[src/rtl/ex_muldiv_unit_if.sv]
// ex_muldiv_unit_if
//   Bundles the EX-stage command/result signals of the iterative multiply/divide
//   unit.
//   master : EX control side. Drives Start/Op/A/B/Flush/HiWe/LoWe/WData and
//            receives Busy/Done/Hi/Lo.
//   slave  : the multiply/divide unit itself.
interface ex_muldiv_unit_if;
  logic        Start;
  logic [1:0]  Op;
  logic [31:0] A;
  logic [31:0] B;
  logic        Flush;
  logic        HiWe;
  logic        LoWe;
  logic [31:0] WData;
  logic        Busy;
  logic        Done;
  logic [31:0] Hi;
  logic [31:0] Lo;

  modport master (
    output Start, Op, A, B, Flush, HiWe, LoWe, WData,
    input  Busy, Done, Hi, Lo
  );

  modport slave (
    input  Start, Op, A, B, Flush, HiWe, LoWe, WData,
    output Busy, Done, Hi, Lo
  );
endinterface

[src/rtl/ex_muldiv_unit.sv]
// ex_muldiv_unit
//   Iterative 32-bit MULT/MULTU/DIV/DIVU unit holding the architectural HI/LO
//   registers. An operation takes 33 cycles: 32 radix-2 steps followed by a sign
//   fix-up cycle that writes Hi/Lo and pulses Done.
//   Ports:
//     Clock  : system clock, rising edge.
//     Reset  : asynchronous, active-high; clears all state.
//     io_md  : command/result bundle (slave side):
//              Start/Op/A/B launch, Flush abort, HiWe/LoWe/WData MTHI/MTLO,
//              Busy/Done/Hi/Lo status and results (all registered).
//
//   state  | meaning
//   -------+---------------------------------------------------------
//   S_IDLE | no operation in flight, Hi/Lo hold
//   S_CALC | one shift-add / shift-subtract step per cycle, 32 steps
//   S_FIX  | apply result signs, write Hi/Lo, pulse Done
module ex_muldiv_unit (
  input  logic             Clock,
  input  logic             Reset,
  ex_muldiv_unit_if.slave  io_md
);

  typedef enum logic [1:0] {
    S_IDLE = 2'd0,
    S_CALC = 2'd1,
    S_FIX  = 2'd2
  } state_t;

  state_t      r_state;
  logic [4:0]  r_cnt;
  logic        r_is_div;
  logic [31:0] r_opnd;     // multiplicand (mult) or divisor (div), magnitude
  logic [63:0] r_acc;      // mult: {partial product, multiplier}; div: {remainder, quotient}
  logic        r_neg_res;  // negate product / quotient in FIX
  logic        r_neg_rem;  // negate remainder in FIX
  logic [31:0] r_hi;
  logic [31:0] r_lo;
  logic        r_busy;
  logic        r_done;

  logic [31:0] w_abs_a;
  logic [31:0] w_abs_b;
  logic [32:0] w_mul_sum;
  logic [63:0] w_mul_next;
  logic [32:0] w_div_trial;
  logic [63:0] w_div_next;
  logic [63:0] w_prod;
  logic [31:0] w_fix_hi;
  logic [31:0] w_fix_lo;
  logic        w_mt;
  logic        w_fix_commit;

  assign w_abs_a = (io_md.Op[0] && io_md.A[31]) ? (~io_md.A + 32'd1) : io_md.A;
  assign w_abs_b = (io_md.Op[0] && io_md.B[31]) ? (~io_md.B + 32'd1) : io_md.B;

  assign w_mt = io_md.HiWe | io_md.LoWe;

  // A Start landing on the FIX edge still completes the finishing operation;
  // an MTHI/MTLO alone on that edge aborts it instead.
  assign w_fix_commit = (r_state == S_FIX) && (io_md.Start || !w_mt);

  always_comb begin
    w_mul_sum   = {1'b0, r_acc[63:32]} + {1'b0, r_opnd};
    w_mul_next  = r_acc[0] ? {w_mul_sum, r_acc[31:1]}
                           : {1'b0, r_acc[63:32], r_acc[31:1]};
    // Partial remainder stays below the divisor, so a 33-bit trial is enough.
    w_div_trial = {r_acc[63:32], r_acc[31]} - {1'b0, r_opnd};
    w_div_next  = w_div_trial[32] ? {r_acc[62:0], 1'b0}
                                  : {w_div_trial[31:0], r_acc[30:0], 1'b1};
    w_prod      = r_neg_res ? (~r_acc + 64'd1) : r_acc;
    w_fix_hi    = w_prod[63:32];
    w_fix_lo    = w_prod[31:0];
    if (r_is_div) begin
      w_fix_lo = r_neg_res ? (~r_acc[31:0] + 32'd1)  : r_acc[31:0];
      w_fix_hi = r_neg_rem ? (~r_acc[63:32] + 32'd1) : r_acc[63:32];
    end
  end

  always_ff @(posedge Clock or posedge Reset) begin
    if (Reset) begin
      r_state   <= S_IDLE;
      r_cnt     <= '0;
      r_is_div  <= 1'b0;
      r_opnd    <= '0;
      r_acc     <= '0;
      r_neg_res <= 1'b0;
      r_neg_rem <= 1'b0;
      r_hi      <= '0;
      r_lo      <= '0;
      r_busy    <= 1'b0;
      r_done    <= 1'b0;
    end else begin
      r_done <= 1'b0;
      if (io_md.Flush) begin
        r_state <= S_IDLE;
        r_busy  <= 1'b0;
      end else begin
        if (w_fix_commit) begin
          r_hi   <= w_fix_hi;
          r_lo   <= w_fix_lo;
          r_done <= 1'b1;
        end
        if (io_md.Start) begin
          r_state  <= S_CALC;
          r_busy   <= 1'b1;
          r_cnt    <= '0;
          r_is_div <= io_md.Op[1];
          // Divide by zero keeps the all-ones quotient unsigned; the remainder
          // path naturally reproduces A.
          r_neg_res <= io_md.Op[0] & (io_md.A[31] ^ io_md.B[31]) & (|io_md.B);
          r_neg_rem <= io_md.Op[0] & io_md.A[31];
          if (io_md.Op[1]) begin
            r_opnd <= w_abs_b;
            r_acc  <= {32'd0, w_abs_a};
          end else begin
            r_opnd <= w_abs_a;
            r_acc  <= {32'd0, w_abs_b};
          end
        end else if (w_mt) begin
          r_state <= S_IDLE;
          r_busy  <= 1'b0;
          if (io_md.HiWe) r_hi <= io_md.WData;
          if (io_md.LoWe) r_lo <= io_md.WData;
        end else begin
          case (r_state)
            S_CALC: begin
              r_acc <= r_is_div ? w_div_next : w_mul_next;
              r_cnt <= r_cnt + 5'd1;
              if (r_cnt == 5'd31) r_state <= S_FIX;
            end
            S_FIX: begin
              r_state <= S_IDLE;
              r_busy  <= 1'b0;
            end
            default: begin
              r_state <= S_IDLE;
              r_busy  <= 1'b0;
            end
          endcase
        end
      end
    end
  end

  assign io_md.Busy = r_busy;
  assign io_md.Done = r_done;
  assign io_md.Hi   = r_hi;
  assign io_md.Lo   = r_lo;

endmodule
[src/flat_wrapper.sv]
// flat-port wrapper written by rule: the top's interface ports become plain ports
module ex_muldiv_unit_flat 
  (Clock, Reset, io_md_Start, io_md_Op, io_md_A, io_md_B, io_md_Flush, io_md_HiWe, io_md_LoWe, io_md_WData, io_md_Busy, io_md_Done, io_md_Hi, io_md_Lo);
  ex_muldiv_unit_if io_md_i ();
  input  logic Clock;
  input  logic Reset;
  input wire logic [$bits(io_md_i.Start)-1:0] io_md_Start;
  input wire logic [$bits(io_md_i.Op)-1:0] io_md_Op;
  input wire logic [$bits(io_md_i.A)-1:0] io_md_A;
  input wire logic [$bits(io_md_i.B)-1:0] io_md_B;
  input wire logic [$bits(io_md_i.Flush)-1:0] io_md_Flush;
  input wire logic [$bits(io_md_i.HiWe)-1:0] io_md_HiWe;
  input wire logic [$bits(io_md_i.LoWe)-1:0] io_md_LoWe;
  input wire logic [$bits(io_md_i.WData)-1:0] io_md_WData;
  output wire logic [$bits(io_md_i.Busy)-1:0] io_md_Busy;
  output wire logic [$bits(io_md_i.Done)-1:0] io_md_Done;
  output wire logic [$bits(io_md_i.Hi)-1:0] io_md_Hi;
  output wire logic [$bits(io_md_i.Lo)-1:0] io_md_Lo;
  assign io_md_i.Start = io_md_Start;
  assign io_md_i.Op = io_md_Op;
  assign io_md_i.A = io_md_A;
  assign io_md_i.B = io_md_B;
  assign io_md_i.Flush = io_md_Flush;
  assign io_md_i.HiWe = io_md_HiWe;
  assign io_md_i.LoWe = io_md_LoWe;
  assign io_md_i.WData = io_md_WData;
  assign io_md_Busy = io_md_i.Busy;
  assign io_md_Done = io_md_i.Done;
  assign io_md_Hi = io_md_i.Hi;
  assign io_md_Lo = io_md_i.Lo;
  ex_muldiv_unit u_core (.Clock(Clock), .Reset(Reset), .io_md(io_md_i));
endmodule
[config.mk]
export PLATFORM = sky130hd
export DESIGN_NAME = ex_muldiv_unit_flat
export DESIGN_NICKNAME = d
export VERILOG_FILES = /design/src/rtl/ex_muldiv_unit_if.sv /design/src/rtl/ex_muldiv_unit.sv /design/src/flat_wrapper.sv
export SDC_FILE = /design/constraint.sdc
export NUM_CORES = 1
export LEC_CHECK = 0
export CAP_MARGIN = 20
export CORE_MARGIN = 1.5
export CORE_UTILIZATION = 41
export DETAILED_ROUTE_END_ITERATION = 10
export MAX_ROUTING_LAYER = met4
export PLACE_DENSITY = 0.68
export SETUP_SLACK_MARGIN = 0.05
export SYNTH_ARGS = -nofsm -noshare
export SYNTH_HDL_FRONTEND = slang
export SYNTH_SLANG_ARGS = --single-unit
[constraint.sdc]
create_clock -name Clock -period 13.7 [get_ports Clock]
set_input_delay 2.055 -clock Clock [delete_from_list [all_inputs] [get_ports Clock]]
set_output_delay 2.055 -clock Clock [all_outputs]
set_load 0.02 [all_outputs]
==> load_flow_metrics.sql <==
INSERT INTO impl_metrics (metric_group, metric, value, unit) VALUES
('timing', 'finalClockSkew', '0.0197', 'ns'),
('timing', 'timing.final.crit_period', '6.07', 'ns'),
('grt', 'via_count_of_the_first_global_routing_pass', '14480', ''),
('yosys', 'ys.warnings.count', '0', ''),
('critical_path', 'critPathLaunchType', 'input port', ''),
('placement', 'place.detailed.instances', '2464', ''),
('yosys', 'synth_top_area_share', '28.7', '%'),
('route', 'detail_route.drc_violations', '7', ''),
('job', 'maxCapViolCount', '0', ''),
('yosys', 'ys_top_cells_by_count', '248 x a21oi_1, 211 x nor2_1, 196 x nand2_1', ''),
('clock_tree', 'ctsHtreeMaxLevel', '4', ''),
('clock_tree', 'cts.clk_slew.worst_paths', '0.08', 'ns'),
('critical_path', 'endpoint_kind', 'flip-flop', ''),
('grt', 'global_route.overflow_total', '0', ''),
('placement', 'pre_cts_slack', '7.14', 'ns'),
('worst_hold_path', 'timing.hold.worst.start', 'u_core.io_md.Lo[19]', ''),
('placement', 'place_congestion', '0.953', ''),
('layout', 'areaGrowthSynthToFinish', '17.2', '%'),
('route', 'drt_iter0_markers', '1578', ''),
('layout', 'fillers', '3525', ''),
('yosys', 'mean_area_per_synthesized_cell', '7.74', 'sq um'),
('timing', 'worstMarginPinSlew', '1.06', 'ns'),
('clock_tree', 'post_cts.repair.setup_buffers', '0', ''),
('placement', 'placedInstanceArea', '16900', 'sq um'),
('timing', 'fin_hold_ws', '0.512', 'ns'),
('layout', 'layout-drive-gt1-share', '3.93', '%'),
('clock_tree', 'cts.repair.resized', '0', ''),
('timing', 'maxSlewViolCount', '0', ''),
('timing', 'layout_setup_ws', '7.63', 'ns'),
('yosys', 'yosys_most_used_dff', 'dfrtp_1', ''),
('route', 'drt_wl_total', '55100', 'um'),
('timing', 'slew-limit-headroom', '29.4', '%'),
('worst_hold_path', 'hold_class', 'flip-flop to flip-flop', ''),
('critical_path', 'worst_ep_required_time', '14.08', 'ns'),
('die', 'floorplan.die.height', '194', 'um'),
('critical_path', 'critPathKind', 'input port to flip-flop', ''),
('die', 'die_width', '194', 'um'),
('yosys', 'synth_nets', '2111', ''),
('timing', 'final.period_utilization', '44.3', '%'),
('clock_tree', 'clk_path_buf_depth', '2', ''),
('die', 'design.die.area', '37700', 'sq um'),
('clock_tree', 'clock_tree_from_tritoncts', 'yes', ''),
('power', 'power.leakage', '7.25', 'nW'),
('timing', 'timing_hold_violations_final', '0', ''),
('run_status', 'violations', 'DRC', ''),
('clock_tree', 'cts_inserted_buffers', '17', ''),
('yosys', 'post_syn_area', '15000', 'sq um'),
('timing', 'maxClockFrequency', '165', 'MHz'),
('yosys', 'synth_seq_cells', '172', ''),
('grt', 'grt_util_all_layers', '29.6', '%'),
('yosys', 'yosysMostFrequentCell', 'a21oi_1', ''),
('power', 'cellPowerDensity', '107', 'nW/um^2'),
('die', 'initial_utilization', '41.9', '%'),
('route', 'first_pass_drt_iterations', '9', ''),
('die', 'core_area', '35700', 'sq um'),
('route', 'avgViaCountPerCell', '6.19', ''),
('layout', 'final_cell_count_no_fill', '2497', ''),
('yosys', 'number_of_cells_produced_by_synthesis', '1935', ''),
('critical_path', 'worstSetupStartpoint', 'io_md_Start', ''),
('clock_tree', 'clock_sinks', '172', ''),
('timing', 'grt_setup_unrepaired', 'false', ''),
('grt', 'grt_first_pass_wirelength', '85000', 'um'),
('yosys', 'synth_edf_count', '0', ''),
('layout', 'area_taken_by_multi_input_logic_gates', '10000', 'sq um'),
('timing', 'setup_viol_count_final', '0', ''),
('yosys', 'netlist_top_cells_area', 'dfrtp_1 29%, a21oi_1 8.3%, ha_1 5.8%, xor2_1 5.3%, nor2_1 5.3%', ''),
('die', 'rows', '69', ''),
('yosys', 'synthDistinctLibCells', '79', ''),
('run_status', 'run_status', 'finished with violations', ''),
('yosys', 'ys_seq_area_share', '28.7', '%'),
('timing', 'setup_total_negative_slack', '0', 'ns');
[sequential cells by signal (all words and copies together) (netlist names)]
register,flops
u_core.r_neg_res,1
u_core.io_md.Done,1
u_core.r_acc,64
u_core.io_md.Busy,1
u_core.io_md.Hi,32
u_core.r_neg_rem,1
u_core.r_cnt,5
u_core.r_opnd,32
u_core.r_state,2
u_core.r_is_div,1
u_core.io_md.Lo,32
[placed cells by master, fill, tap and decap left out, types with 28 or more instances in the layout]
cell type,instances
ha_1,70
clkdlybuf4s50_1,168
inv_1,64
o21ai_0,147
mux2i_1,53
a21oi_1,248
xnor2_1,74
o221ai_1,28
nor2_1,209
nor3_1,31
nand2_1,196
dfrtp_1,171
o22ai_1,36
xor2_1,91
[path summary, 6_finish.rpt]
| kind | endpoint | slack [ns] | cells after the start |
|---|---|---|---|
| min in group asynchronous | u_core.io_md.Hi[4] | 2.21 | 2 |
| max in group asynchronous | u_core.r_is_div | 9.90 | 3 |
| max reg2reg | u_core.r_acc[45] | 9.35 | 13 |
| min reg2reg | u_core.io_md.Lo[19] | 0.51 | 1 |
| max | u_core.io_md.Lo[1] | 7.63 | 11 |
| min | u_core.io_md.Lo[19] | 0.51 | 1 |
[final cells by class]
class | count | area share, %
flip-flops and latches | 172 | 24.5
well taps | 461 | 3.29
clock inverters | 14 | 0.862
inverters | 67 | 1.46
clock buffers | 17 | 2.42
diodes | 1 | 0.0143
repair buffers | 186 | 10.4
multi-input cells | 1579 | 57.0
[logic make-up after synthesis]
| group | share of synthesized area (%) |
|---|---|
| AOI/OAI and AO/OA | 29.3 |
| and+or+nand+nor | 17.7 |
| buffers and inverters | 4.64 |
| DFF | 28.7 |
| xor gates and xnor gates | 9.65 |
| adders and majority gates | 6.11 |
| muxes | 3.84 |
[worst max-delay path, stage by stage]
cell and delay (ns):
clkdlybuf4s50_1 0.42, buf_4 0.29, inv_1 0.45, nand2_1 0.61, nand3b_1 0.36, a21oi_1 0.06
buf_4 0.24, nand2b_1 0.48, clkinv_1 0.89, o211ai_1 0.35, o221a_2 0.22
[routing by layer]
| metal | track usage, % | up-vias | share of wire, % |
|---|---|---|---|
| met5 | - | - | 0 |
| met4 | 8.83 | 0 | 2.9 |
| met3 | 4.14 | 105 | 7.1 |
| met2 | 46.3 | 739 | 45 |
| met1 | 39.7 | 7393 | 45 |
| li1 | - | 7210 | - |
[through the flow]
step / power, mW / utilization (%)
floorplan: 1.10 / -
global placement: 1.37 / 47.4
detailed placement: 1.38 / 47.4
CTS: 1.87 / 49.0
global route: 1.97 / 49.1
finish: 1.88 / 49.1
[power by group]
| group | internal, mW | switching (mW) | leakage [nW] |
|---|---|---|---|
| Clock | 0.257 | 0.241 | 0.270 |
| Combinational | 0.287 | 0.426 | 4.89 |
| Sequential | 0.576 | 0.0960 | 2.09 |
| Total | 1.12 | 0.763 | 7.25 |
No activity file was read; power rests on OpenSTA's default activity.
